--- config.mk ---
export PLATFORM = sky130hd
export DESIGN_NAME = choice_capture
export DESIGN_NICKNAME = d
export VERILOG_FILES = /design/src/rtl/choice_capture.sv
export SDC_FILE = /design/constraint.sdc
export NUM_CORES = 1
export LEC_CHECK = 0
export CAP_MARGIN = 15
export CELL_PAD_IN_SITES_DETAIL_PLACEMENT = 0
export CELL_PAD_IN_SITES_GLOBAL_PLACEMENT = 1
export CORE_UTILIZATION = 45
export CTS_CLUSTER_DIAMETER = 120
export DETAILED_ROUTE_END_ITERATION = 10
export GPL_TIMING_DRIVEN = 0
export MAX_ROUTING_LAYER = met4
export PLACE_DENSITY = 0.84
export SETUP_SLACK_MARGIN = 0.05
export SKIP_LAST_GASP = 1
export SYNTH_ARGS = -nofsm -noshare
export SYNTH_HDL_FRONTEND = slang
export SYNTH_SLANG_ARGS = --single-unit
export TNS_END_PERCENT = 100
--- constraint.sdc ---
create_clock -name clk -period 3.5 [get_ports clk]
set_input_delay 0.7 -clock clk [delete_from_list [all_inputs] [get_ports clk]]
set_output_delay 0.7 -clock clk [all_outputs]
set_load 0.005 [all_outputs]
--- src/rtl/choice_capture.sv ---
// choice_capture: two-player animal selection front end.
// Synchronises the raw key and switches, debounces the key, and captures
// player 1's then player 2's one-hot choice. Both choices are then held with
// choices_valid until the consumer acknowledges them.
module choice_capture #(
  parameter int DEBOUNCE_CYCLES = 500000,
  parameter int CNT_W           = 19
) (
  input  logic       clk,
  input  logic       resetn,
  input  logic [2:0] sw_choice,
  input  logic       key_n,
  input  logic       ack,
  output logic [2:0] player1_choice,
  output logic [2:0] player2_choice,
  output logic       choices_valid,
  output logic       waiting_p1,
  output logic       waiting_p2,
  output logic       invalid_choice
);

  typedef enum logic [1:0] {
    S_P1    = 2'b00,
    S_P2    = 2'b01,
    S_READY = 2'b10
  } state_t;

  localparam logic [CNT_W-1:0] CNT_LAST = CNT_W'(DEBOUNCE_CYCLES - 1);

  // Synchroniser stages.
  logic             kmeta_q, ksync_q;
  logic [2:0]       smeta_q, ssync_q;
  // Debouncer.
  logic [CNT_W-1:0] cnt_q, cnt_d;
  logic             key_db_q, key_db_d;
  logic             key_db_prev_q;
  // Post-reset arming: a key held through reset must be seen released first.
  logic [1:0]       sync_ok_q;
  logic             armed_q;
  logic             press;
  logic             onehot;
  // FSM and captured data.
  state_t           state_q, state_d;
  logic [2:0]       p1_q, p1_d, p2_q, p2_d;
  logic             inv_q, inv_d;

  // Two-flop synchronisers for the asynchronous key and switch inputs.
  always_ff @(posedge clk) begin
    if (!resetn) begin
      kmeta_q <= 1'b1;
      ksync_q <= 1'b1;
      smeta_q <= 3'b000;
      ssync_q <= 3'b000;
    end else begin
      kmeta_q <= key_n;
      ksync_q <= kmeta_q;
      smeta_q <= sw_choice;
      ssync_q <= smeta_q;
    end
  end

  // Debounce: accept a new key level only after it differs for DEBOUNCE_CYCLES cycles.
  always_comb begin
    cnt_d    = '0;
    key_db_d = key_db_q;
    if (ksync_q != key_db_q) begin
      if (cnt_q == CNT_LAST) begin
        key_db_d = ksync_q;
        cnt_d    = '0;
      end else begin
        cnt_d = cnt_q + 1'b1;
      end
    end
  end

  // Debounce state, edge history and arming flag.
  always_ff @(posedge clk) begin
    if (!resetn) begin
      cnt_q         <= '0;
      key_db_q      <= 1'b1;
      key_db_prev_q <= 1'b1;
      sync_ok_q     <= 2'b00;
      armed_q       <= 1'b0;
    end else begin
      cnt_q         <= cnt_d;
      key_db_q      <= key_db_d;
      key_db_prev_q <= key_db_q;
      sync_ok_q     <= {sync_ok_q[0], 1'b1};
      if (sync_ok_q == 2'b11 && ksync_q && key_db_q)
        armed_q <= 1'b1;
    end
  end

  assign press  = armed_q & key_db_prev_q & ~key_db_q;
  assign onehot = (ssync_q == 3'b001) || (ssync_q == 3'b010) || (ssync_q == 3'b100);

  // Capture FSM next-state and data logic.
  always_comb begin
    state_d = state_q;
    p1_d    = p1_q;
    p2_d    = p2_q;
    inv_d   = 1'b0;
    case (state_q)
      S_P1: begin
        if (press) begin
          if (onehot) begin
            p1_d    = ssync_q;
            state_d = S_P2;
          end else begin
            inv_d = 1'b1;
          end
        end
      end
      S_P2: begin
        if (press) begin
          if (onehot) begin
            p2_d    = ssync_q;
            state_d = S_READY;
          end else begin
            inv_d = 1'b1;
          end
        end
      end
      S_READY: begin
        if (ack)
          state_d = S_P1;
      end
      default: state_d = S_P1;
    endcase
  end

  // FSM state, captured choices and invalid pulse register.
  always_ff @(posedge clk) begin
    if (!resetn) begin
      state_q <= S_P1;
      p1_q    <= 3'b000;
      p2_q    <= 3'b000;
      inv_q   <= 1'b0;
    end else begin
      state_q <= state_d;
      p1_q    <= p1_d;
      p2_q    <= p2_d;
      inv_q   <= inv_d;
    end
  end

  assign player1_choice = p1_q;
  assign player2_choice = p2_q;
  assign waiting_p1     = (state_q == S_P1);
  assign waiting_p2     = (state_q == S_P2);
  assign choices_valid  = (state_q == S_READY);
  assign invalid_choice = inv_q;

endmodule

# == After elaboration in Yosys (flattened, before gate mapping) ==
# Index checks and enable logic that the tools add are counted.
# op_classes
addsub,1
mul,0
div,0
order_cmp,0
eq_ne,13
shifts,0
n_mux,8
bitwise,5
n_reduce_logical,12
# op_table
cell,count
$add A19 B1 Y19 const B,1
$eq A19 B19 Y1 const B,1
$mux W2,5
$reduce_and A3 Y1,3
$ne A2 B2 Y1 const B,3
$pmux W2 S3,1
$reduce_and A5 Y1,1
$eq A2 B2 Y1 const B,2
$ne A2 B1 Y1 const B,2
$eq A3 B1 Y1 const B,1
$eq A3 B2 Y1 const B,1
$eq A3 B3 Y1 const B,1
$not A1 Y1,3
$reduce_or A3 Y1,1
$and A1 B1 Y1,2
$eq A2 B1 Y1 const B,1
$logic_and A1 B1 Y1,2
$logic_not A2 Y1,1
$logic_or A1 B1 Y1,2
$mux W1,2
$reduce_and A2 Y1,1
$reduce_or A2 Y1,1
$ne A1 B1 Y1,1
# totals
ff_bits,41
latch_bits,0
ram_bits,0
rom_bits,0
input_bits,7
word_cells,53
mem_count,0

# == Longest topological paths before layout ==
# Gate-level depths: netlist of the first run.
# logic_depth
depth_word,6
mapped_depth,6
mapped_depth_nobuf,5

# == Least setup slack after synthesis of the first run ==
# Ideal clock, no wire load.
# synth_timing
path_type,reg2reg
from,reg cnt_q[0]
to,reg cnt_q[15]
setup_time_ns,0.115
arrival_ns,1.427
t_required_ns,3.385
path_slack_ns,1.958
stages_incl_launch_ff,7
period_less_slack_ns,1.542
path_cell_list,dfxtp_1 -> ha_1 -> and3_1 -> nand3_1 -> o211ai_2 -> buf_4 -> nor2_1
# synth_between
elab_chain_len,2
# synth_rtl
element,line_no,rtl
start: declaration,34,"logic [CNT_W-1:0] cnt_q, cnt_d;"
start signal: assignment,85,cnt_q <= cnt_d;
"parallel branches: the longest is 2 deep, another holds $add A19 B1 Y19",--,
# Several ways; the timed one is not identified.
# A chain may end at the register's enable or synchronous reset.

# == Worst setup path after layout of the first run ==
# layout_timing
from,reg state_q[1]
to,out choices_valid
# layout_between
elab_chain_len,1
# layout_rtl
element,line_no,rtl
start: declaration,43,"state_t state_q, state_d;"
start signal: assignment,140,state_q <= state_d;
$eq A2 B2 Y1,151,assign choices_valid = (state_q == S_READY);
end: declaration,16,"output logic choices_valid,"
# No other way between the ends.

==> impl_metrics.json, run 1 <==
{
  "grt_overflow": 0,
  "synth_area_um2": 1610,
  "drive_above_1_share_pct": 6.35,
  "drcViolationCount": 0,
  "initial_core_util_pct": 47.5,
  "multiInputGateArea_um2": 744,
  "reg2reg_from": "cnt_q[0]",
  "htreeDepth": 2,
  "cts_tree": "built",
  "hold_path.class": "register to register",
  "vias": 1183,
  "netlist_top_cells_area": "dfxtp_1 (51%), xor2_1 (7.1%), nor2_1 (4.7%)",
  "relSlewSlack_pct": 70.8,
  "m1WireLength_um": 1300,
  "max_cap_viol_count": 0,
  "wl_per_cell_um": 11.6,
  "worst_ep_required_time_ns": 2.80,
  "ys_ff_latch": 41,
  "drtIter0Drc": 48,
  "synthCells": 167,
  "first_global_vias": 1100,
  "layout.nets": 198,
  "max_slew.worst_pin.slew_ns": 0.437,
  "rr_worst_depth": 6,
  "cts_num_sinks": 41,
  "vias_per_cell": 5.03,
  "min_period_ns": 2.14,
  "wl_met2_um": 1310,
  "area_growth_syn_to_layout_pct": 16.2,
  "p_total_mw": 0.701,
  "core_area_um2": 3390,
  "port_buffers": 16,
  "power_frac_comb_pct": 3.1,
  "die_h_um": 61.8,
  "synth_top_area_cell": "dfxtp_1",
  "period_share_pct": 61.2,
  "clock-skew-final_ns": 0.00294,
  "setup_viol": 0,
  "n_fill_cell": 315,
  "cp.arrival_ns": 1.44,
  "clk_pin_slew_ns": 0.11,
  "p_leak_nw": 0.702,
  "ios": 17,
  "ys_types": 34,
  "fin_util_pct": 55.1,
  "grt_max_degree": 12,
  "clock_power_share_pct": 29.0,
  "powerDensity_nw_per_um2": 375,
  "grtUsageTotal_pct": 17.8,
  "die_x_um": 61.8,
  "firstDrtPassIters": 4,
  "highest-signal-layer": "met4",
  "min_from": "kmeta_q",
  "internal-power_mw": 0.555,
  "wl_um": 2730,
  "max_freq_mhz": 467,
  "avgSynthCellArea_um2": 9.63,
  "run_status": "completed",
  "cts-hold-fix-buffers": 0,
  "critPathMaxFanout": 5,
  "synth-seq-area-share_pct": 51.0,
  "hold_depth": 1,
  "cts_resized": 0,
  "dr_wl_met3_um": 97,
  "startpoint_type": "register",
  "antenna_found_initial": 0,
  "final-hold-violation-count": 0,
  "clockRootBuffer": "clkbuf_4",
  "gp_congestion": 0.757,
  "antennaDiodeCount": 0,
  "setup-tns-final_ns": 0,
  "yosysTopAreaCellShare_pct": 51.0,
  "yosys-top-cells-count": "dfxtp_1 (41), nor2_1 (20), xor2_1 (13), nand2_1 (12), and2_1 (9)",
  "yosys_most_used_dff": "dfxtp_1",
  "die-area_um2": 3820,
  "cts_made_buffers": 5,
  "synth_nets": 175,
  "grt_pass1_wl_um": 4750,
  "row_count": 21,
  "whs_ns": 0.424,
  "ys_async_sr_fraction_pct": 0,
  "clock_latency_ns": 0.33,
  "synth-edff-count": 0,
  "peakVddDrop_mv": 0.201,
  "fin_area_um2": 1870,
  "place_area_um2": 1830,
  "cp-end-kind": "output pin",
  "drtAntennaViolNets": 0,
  "synth_most_common_cell": "dfxtp_1",
  "hpwl_um": 2080,
  "crit_start": "state_q[1]",
  "critical_path_class": "register to output pin",
  "regArea_um2": 821,
  "grt_setup_unrepaired": "false",
  "post_cts_buffers": 0,
  "switching_share_pct": 20.9,
  "seqPwrFrac_pct": 67.9,
  "yosys_warnings": 0,
  "final_max_slew_viol_count": 0,
  "p_switching_mw": 0.147,
  "clockBufferDepth": 2
}
## cell usage in the layout (no fill, tap or decap), types with 6 or more instances in the layout
master and instances:
dfxtp_1 41, nor2_1 20, clkdlybuf4s50_1 16, xor2_1 13, nand2_1 12, and2_1 9
nand4_1 7, nand3_1 6, mux2i_1 6
## path summary, 6_finish.rpt
| path | end | slack, ns |
|---|---|---|
| setup / recovery | choices_valid | 1.36 |
| hold / removal | ksync_q | 0.42 |
| setup reg to reg | cnt_q[14] | 1.67 |
| hold reg to reg | ksync_q | 0.42 |
## cells by family (layout without fill, tap and decap cells)
kind of cell / count (synthesis) / count (layout) / synth area share [%]
AND/OR/NAND/NOR: 79 / 79 / 26.7
multiplexers: 7 / 7 / 4.43
adder cells (fa/ha/maj): 1 / 1 / 0.777
AO/OA/AOI/OAI: 13 / 13 / 5.60
flip-flops: 41 / 41 / 51.0
XOR/XNOR: 16 / 16 / 8.71
buffers and inverters: 10 / 32 / 2.72
## through the flow
stage / instances / worst slack [ns]
global route: 235 / 1.22
detailed placement: 229 / 1.42
floorplan: 167 / 1.96
CTS: 235 / 1.34
global placement: 229 / 1.46
finish: 235 / 1.36
## worst max-delay path, stage by stage (launching register included)
cell and delay [ns]:
dfxtp_1 0.40, inv_1 0.07, nor2_1 0.12, clkdlybuf4s50_1 0.51
## power by group through the flow
stage | clock (mW) | sequential [mW] | combinational (mW)
after global placement | 0 | 0.486 | 0.0217
final | 0.203 | 0.476 | 0.0221
after detailed placement | 0 | 0.487 | 0.0225
after floorplan | 0 | 0.486 | 0.0119
after global routing | 0.233 | 0.477 | 0.0252
after CTS | 0.211 | 0.476 | 0.0226
## per-layer routing
metal | track usage, % | vias to the layer above
li1 | - | 618
met1 | 21.3 | 546
met2 | 27.3 | 17
met3 | 6.83 | 2
met4 | 6.67 | 0
met5 | - | -
## area by class of cell
| type | count | share of cell area, % |
|---|---|---|
| plain buffers | 6 | 1.54 |
| repair buffers | 16 | 8.57 |
| well taps | 46 | 3.08 |
| flip-flops and latches | 41 | 43.9 |
| inverters | 4 | 0.803 |
| multi-input cells | 116 | 39.8 |
| clock buffers | 5 | 2.01 |
| clock inverters | 1 | 0.268 |
## flip-flops by register name (all words and copies together), names as in the netlist, 2 cells and up
name,flops
cnt_q,19
player1_choice,3
player2_choice,3
smeta_q,3
ssync_q,3
state_q,2
sync_ok_q,2
No activity file was read; power rests on OpenSTA's default activity.
==> run 2: changes to the inputs <==
Settings changed: CORE_UTILIZATION 45 to 38, PLACE_DENSITY 0.84 to 0.76.
Clock period 3.5 ns to 1.8 ns, I/O delays scaled along.
==> impl_metrics.json, run 2 (synthesis results as in run 1) <==
{
  "grtUsageTotal_pct": 15.0,
  "htreeDepth": 2,
  "first_global_vias": 1061,
  "worst_ep_required_time_ns": 1.44,
  "wl_um": 2840,
  "max_slew.worst_pin.slew_ns": 0.401,
  "period_share_pct": 92.6,
  "reg2reg_from": "cnt_q[0]",
  "drtAntennaViolNets": 0,
  "row_count": 23,
  "cts_made_buffers": 5,
  "p_switching_mw": 0.328,
  "final-hold-violation-count": 0,
  "antenna_found_initial": 0,
  "switching_share_pct": 20.3,
  "r2r_setup_slack_ns": 0.17,
  "max_cap_viol_count": 0,
  "layout.nets": 199,
  "grt_pass1_wl_um": 4910,
  "grt_setup_unrepaired": "false",
  "rr_worst_depth": 6,
  "clockRootBuffer": "clkbuf_8",
  "clk_pin_slew_ns": 0.07,
  "peakVddDrop_mv": 0.420,
  "ios": 17,
  "hpwl_um": 2050,
  "p_leak_nw": 0.752,
  "drive_above_1_share_pct": 9.38,
  "power_frac_comb_pct": 2.8,
  "grt_max_degree": 13,
  "startpoint_type": "register",
  "clock-skew-final_ns": 0.00926,
  "hold_path.class": "register to register",
  "fin_util_pct": 48.6,
  "largest_reg_flops": 19,
  "critPathMaxStageDelay_ns": 0.50,
  "relSlewSlack_pct": 73.3,
  "area_growth_syn_to_layout_pct": 21.8,
  "die-area_um2": 4500,
  "min_period_ns": 1.67,
  "cp_cell_sequence": "nor2b_1 > clkdlybuf4s50_1",
  "largest_register": "cnt_q",
  "crit_start": "state_q[0]",
  "antennaDiodeCount": 0,
  "initial_core_util_pct": 39.9,
  "vias_per_cell": 4.91,
  "drtIter0Drc": 32,
  "cts_tree": "built",
  "clock_power_share_pct": 40.0,
  "whs_ns": 0.415,
  "layout_common_cells": "dfxtp_1 (39), nor2_1 (19), clkdlybuf4s50_1 (15), xor2_1 (13), nand2_1 (12)",
  "final_max_slew_viol_count": 0,
  "cp-end-kind": "output pin",
  "core_area_um2": 4030,
  "hold_depth": 1,
  "clockBufferDepth": 2,
  "cts_num_sinks": 41,
  "critPathMaxFanout": 7,
  "wl_per_cell_um": 11.7,
  "n_fill_cell": 385,
  "critPathSlowestCell": "clkdlybuf4s50_1",
  "drcViolationCount": 0,
  "port_buffers": 16,
  "clock_latency_ns": 0.29,
  "powerDensity_nw_per_um2": 825,
  "setup_viol": 0,
  "grt_overflow": 0,
  "max_freq_mhz": 600,
  "min_from": "kmeta_q",
  "final_common_cell": "dfxtp_1",
  "vias": 1188,
  "cp.arrival_ns": 1.31,
  "internal-power_mw": 1.29,
  "critical_path_class": "register to output pin",
  "seqPwrFrac_pct": 57.1,
  "gp_congestion": 0.749,
  "die_x_um": 67.1,
  "run_status": "completed",
  "firstDrtPassIters": 4,
  "die_h_um": 67.1,
  "cts-hold-fix-buffers": 0
}
## run 2: layout make-up
class	count	area (um^2)	share of cell area, %
Buffer	6	28.8	1.47
Clock buffer	7	96.3	4.92
Clock inverter	1	5.00	0.255
Inverter	4	15.0	0.766
Multi-Input combinational cell	116	756	38.6
Sequential cell	41	826	42.1
Tap cell	50	62.6	3.19
Timing Repair Buffer	17	170	8.68
## run 2: worst max-delay path: cells and delay by family (launching register included)
kind,cells,cell delay (ns)
and+or+nand+nor,1,0.14
buffers and inverters,1,0.50
DFF,1,0.38
## run 2: repair_timing
action,in CTS,in global routing
setup buffers,1,0
gates resized for setup,3,3
endpoints found under the setup margin,11,2
pin swaps,1,0
## run 2: metal layers
| metal | routed length [um] | global-route usage [%] | vias up |
|---|---|---|---|
| met5 | 0 | - | - |
| met4 | 46 | 7.18 | 0 |
| met3 | 62 | 4.11 | 7 |
| met2 | 1320 | 22.4 | 10 |
| met1 | 1420 | 18.7 | 555 |
| li1 | - | - | 616 |
## run 2: stage by stage
step / cell area, um^2 / setup WS [ns] / std cells / total power [mW] / TNS, ns
finish: 1960 / 0.133 / 242 / 1.62 / 0
CTS: 1950 / 0.0459 / 242 / 1.64 / 0
global route: 1960 / 0.0522 / 242 / 1.69 / 0
global placement: 1830 / 0.00130 / 233 / 0.988 / 0
floorplan: 1610 / 0.258 / 167 / 0.968 / 0
detailed placement: 1830 / -0.0595 / 233 / 0.989 / -0.475
## run 2: final timing paths
check | end
hold / removal | ksync_q
hold reg to reg | ksync_q
setup reg to reg | cnt_q[2]
setup / recovery | waiting_p2
## run 2: power by group through the flow
| stage | registers (mW) | logic (mW) | clock network [mW] |
|---|---|---|---|
| 2_1_floorplan | 0.944 | 0.0232 | 0 |
| 3_3_place_gp | 0.945 | 0.0425 | 0 |
| 3_5_place_dp | 0.946 | 0.0435 | 0 |
| 4_1_cts | 0.925 | 0.0459 | 0.665 |
| 5_1_grt | 0.925 | 0.0510 | 0.710 |
| 6_report | 0.923 | 0.0455 | 0.647 |
==> run 3: changes to the inputs <==
Settings changed: CORE_UTILIZATION 38 to 42, DONT_BUFFER_PORTS set to 1, PLACE_DENSITY 0.76 to 0.75.
==> impl_metrics.json, run 3 (synthesis results as in run 1) <==
{
  "startpoint_type": "register",
  "grt_overflow": 0,
  "setup_viol": 0,
  "n_fill_cell": 346,
  "layout_common_cells": "dfxtp_1 (41), nor2_1 (20), xor2_1 (13), nand2_1 (12), and2_1 (9)",
  "final_common_cell": "dfxtp_1",
  "dpl_worst_slack_ns": -0.0346,
  "largest_reg_flops": 19,
  "cts_num_sinks": 41,
  "cp.arrival_ns": 1.80,
  "wl_per_cell_um": 12.7,
  "area_growth_syn_to_layout_pct": 12.4,
  "critPathMaxFanout": 10,
  "max_cap_viol_count": 0,
  "fin_area_um2": 1810,
  "antenna_found_initial": 0,
  "final_max_slew_viol_count": 0,
  "wl_um": 2860,
  "largest_register": "cnt_q",
  "grt_max_degree": 15,
  "clockBufferDepth": 2,
  "p_total_mw": 1.70,
  "max_freq_mhz": 621,
  "final-hold-violation-count": 0,
  "vias": 1148,
  "min_period_ns": 1.61,
  "die_x_um": 63.9,
  "ios": 17,
  "clock-skew-final_ns": 0.00351,
  "clk_pin_slew_ns": 0.08,
  "cp-end-kind": "register",
  "vias_per_cell": 5.10,
  "die-area_um2": 4080,
  "period_share_pct": 89.5,
  "grt_setup_unrepaired": "false",
  "clock_latency_ns": 0.29,
  "die_h_um": 63.9,
  "cp_cell_sequence": "ha_1 > and3_2 > nand3_1 > o211ai_4 > buf_4 > nor2_1",
  "setup-tns-final_ns": 0,
  "worst_ep_required_time_ns": 1.99,
  "clockRootBuffer": "clkbuf_8",
  "place_area_um2": 1670,
  "run_status": "completed",
  "grtUsageTotal_pct": 16.1,
  "cp_top_family": "simple AND/OR/NAND/NOR gates",
  "fin_cells": 225,
  "p_leak_nw": 0.678,
  "powerDensity_nw_per_um2": 940,
  "peakVddDrop_mv": 0.655,
  "drtIter0Drc": 46,
  "cts-hold-fix-buffers": 0,
  "max_slew.worst_pin.slew_ns": 0.444,
  "critical_path_class": "register to register",
  "antennaDiodeCount": 0,
  "critPathSlowestCell": "dfxtp_1",
  "hold_path.class": "primary input to register",
  "setup_ws_ns": 0.190,
  "fin_util_pct": 49.4,
  "gp_congestion": 0.765,
  "relSlewSlack_pct": 70.4,
  "drcViolationCount": 0,
  "hpwl_um": 2050,
  "first_global_vias": 1112,
  "cts_made_buffers": 5,
  "post-place-cells": 215,
  "worst-path-buf-inv": 1,
  "core_area_um2": 3660,
  "layout.nets": 184,
  "firstDrtPassIters": 4,
  "whs_ns": 0.0892,
  "initial_core_util_pct": 44.0,
  "port_buffers": 0,
  "critPathMaxStageDelay_ns": 0.37,
  "grt_pass1_wl_um": 4860,
  "drive_above_1_share_pct": 9.60,
  "cts_tree": "built",
  "htreeDepth": 2,
  "row_count": 22,
  "drtAntennaViolNets": 0
}
-- run 3: cell type report --
class / instances / area, um^2 / area share, %
Sequential cell: 41 / 821 / 45.4
Multi-Input combinational cell: 116 / 754 / 41.7
Clock buffer: 5 / 68.8 / 3.80
Tap cell: 48 / 60.1 / 3.32
Clock inverter: 3 / 46.3 / 2.56
Buffer: 6 / 28.8 / 1.59
Timing Repair Buffer: 2 / 15.0 / 0.830
Inverter: 4 / 15.0 / 0.830
-- run 3: worst reg2reg max path, cell delays in order (launching register included) --
cell and delay (ns):
dfxtp_1 0.37, ha_1 0.21, and3_2 0.25, nand3_1 0.15, o211ai_4 0.26, buf_4 0.21, nor2_1 0.06
-- run 3: path summary, 6_finish.rpt --
kind         startpoint           end  slack [ns]  cells after the start
max reg2reg    cnt_q[0]     cnt_q[14]        0.19                      6
min              resetn  sync_ok_q[0]        0.09                      0
min reg2reg     kmeta_q       ksync_q        0.44                      1
max            cnt_q[0]     cnt_q[14]        0.19                      6
-- run 3: timing repair --
item | CTS | global route
buffers inserted | 2 | 0
pin swaps | 1 | 0
hold endpoints to repair | 0 | 0
resized for setup | 1 | 1
endpoints found under the setup margin | 10 | 7
-- run 3: per-layer routing --
metal / GRT usage, % / vias up / wire length [um]
met5: - / - / 0
met4: 7.10 / 0 / 19
met3: 4.29 / 2 / 123
met2: 25.3 / 19 / 1320
met1: 19.3 / 538 / 1390
li1: - / 589 / -
-- run 3: power breakdown --
group / switching (mW) / leakage, nW / internal, mW
Sequential: 0.00633 / 0.333 / 0.919
Combinational: 0.0176 / 0.290 / 0.0140
Clock: 0.329 / 0.0543 / 0.415
Total: 0.353 / 0.678 / 1.35
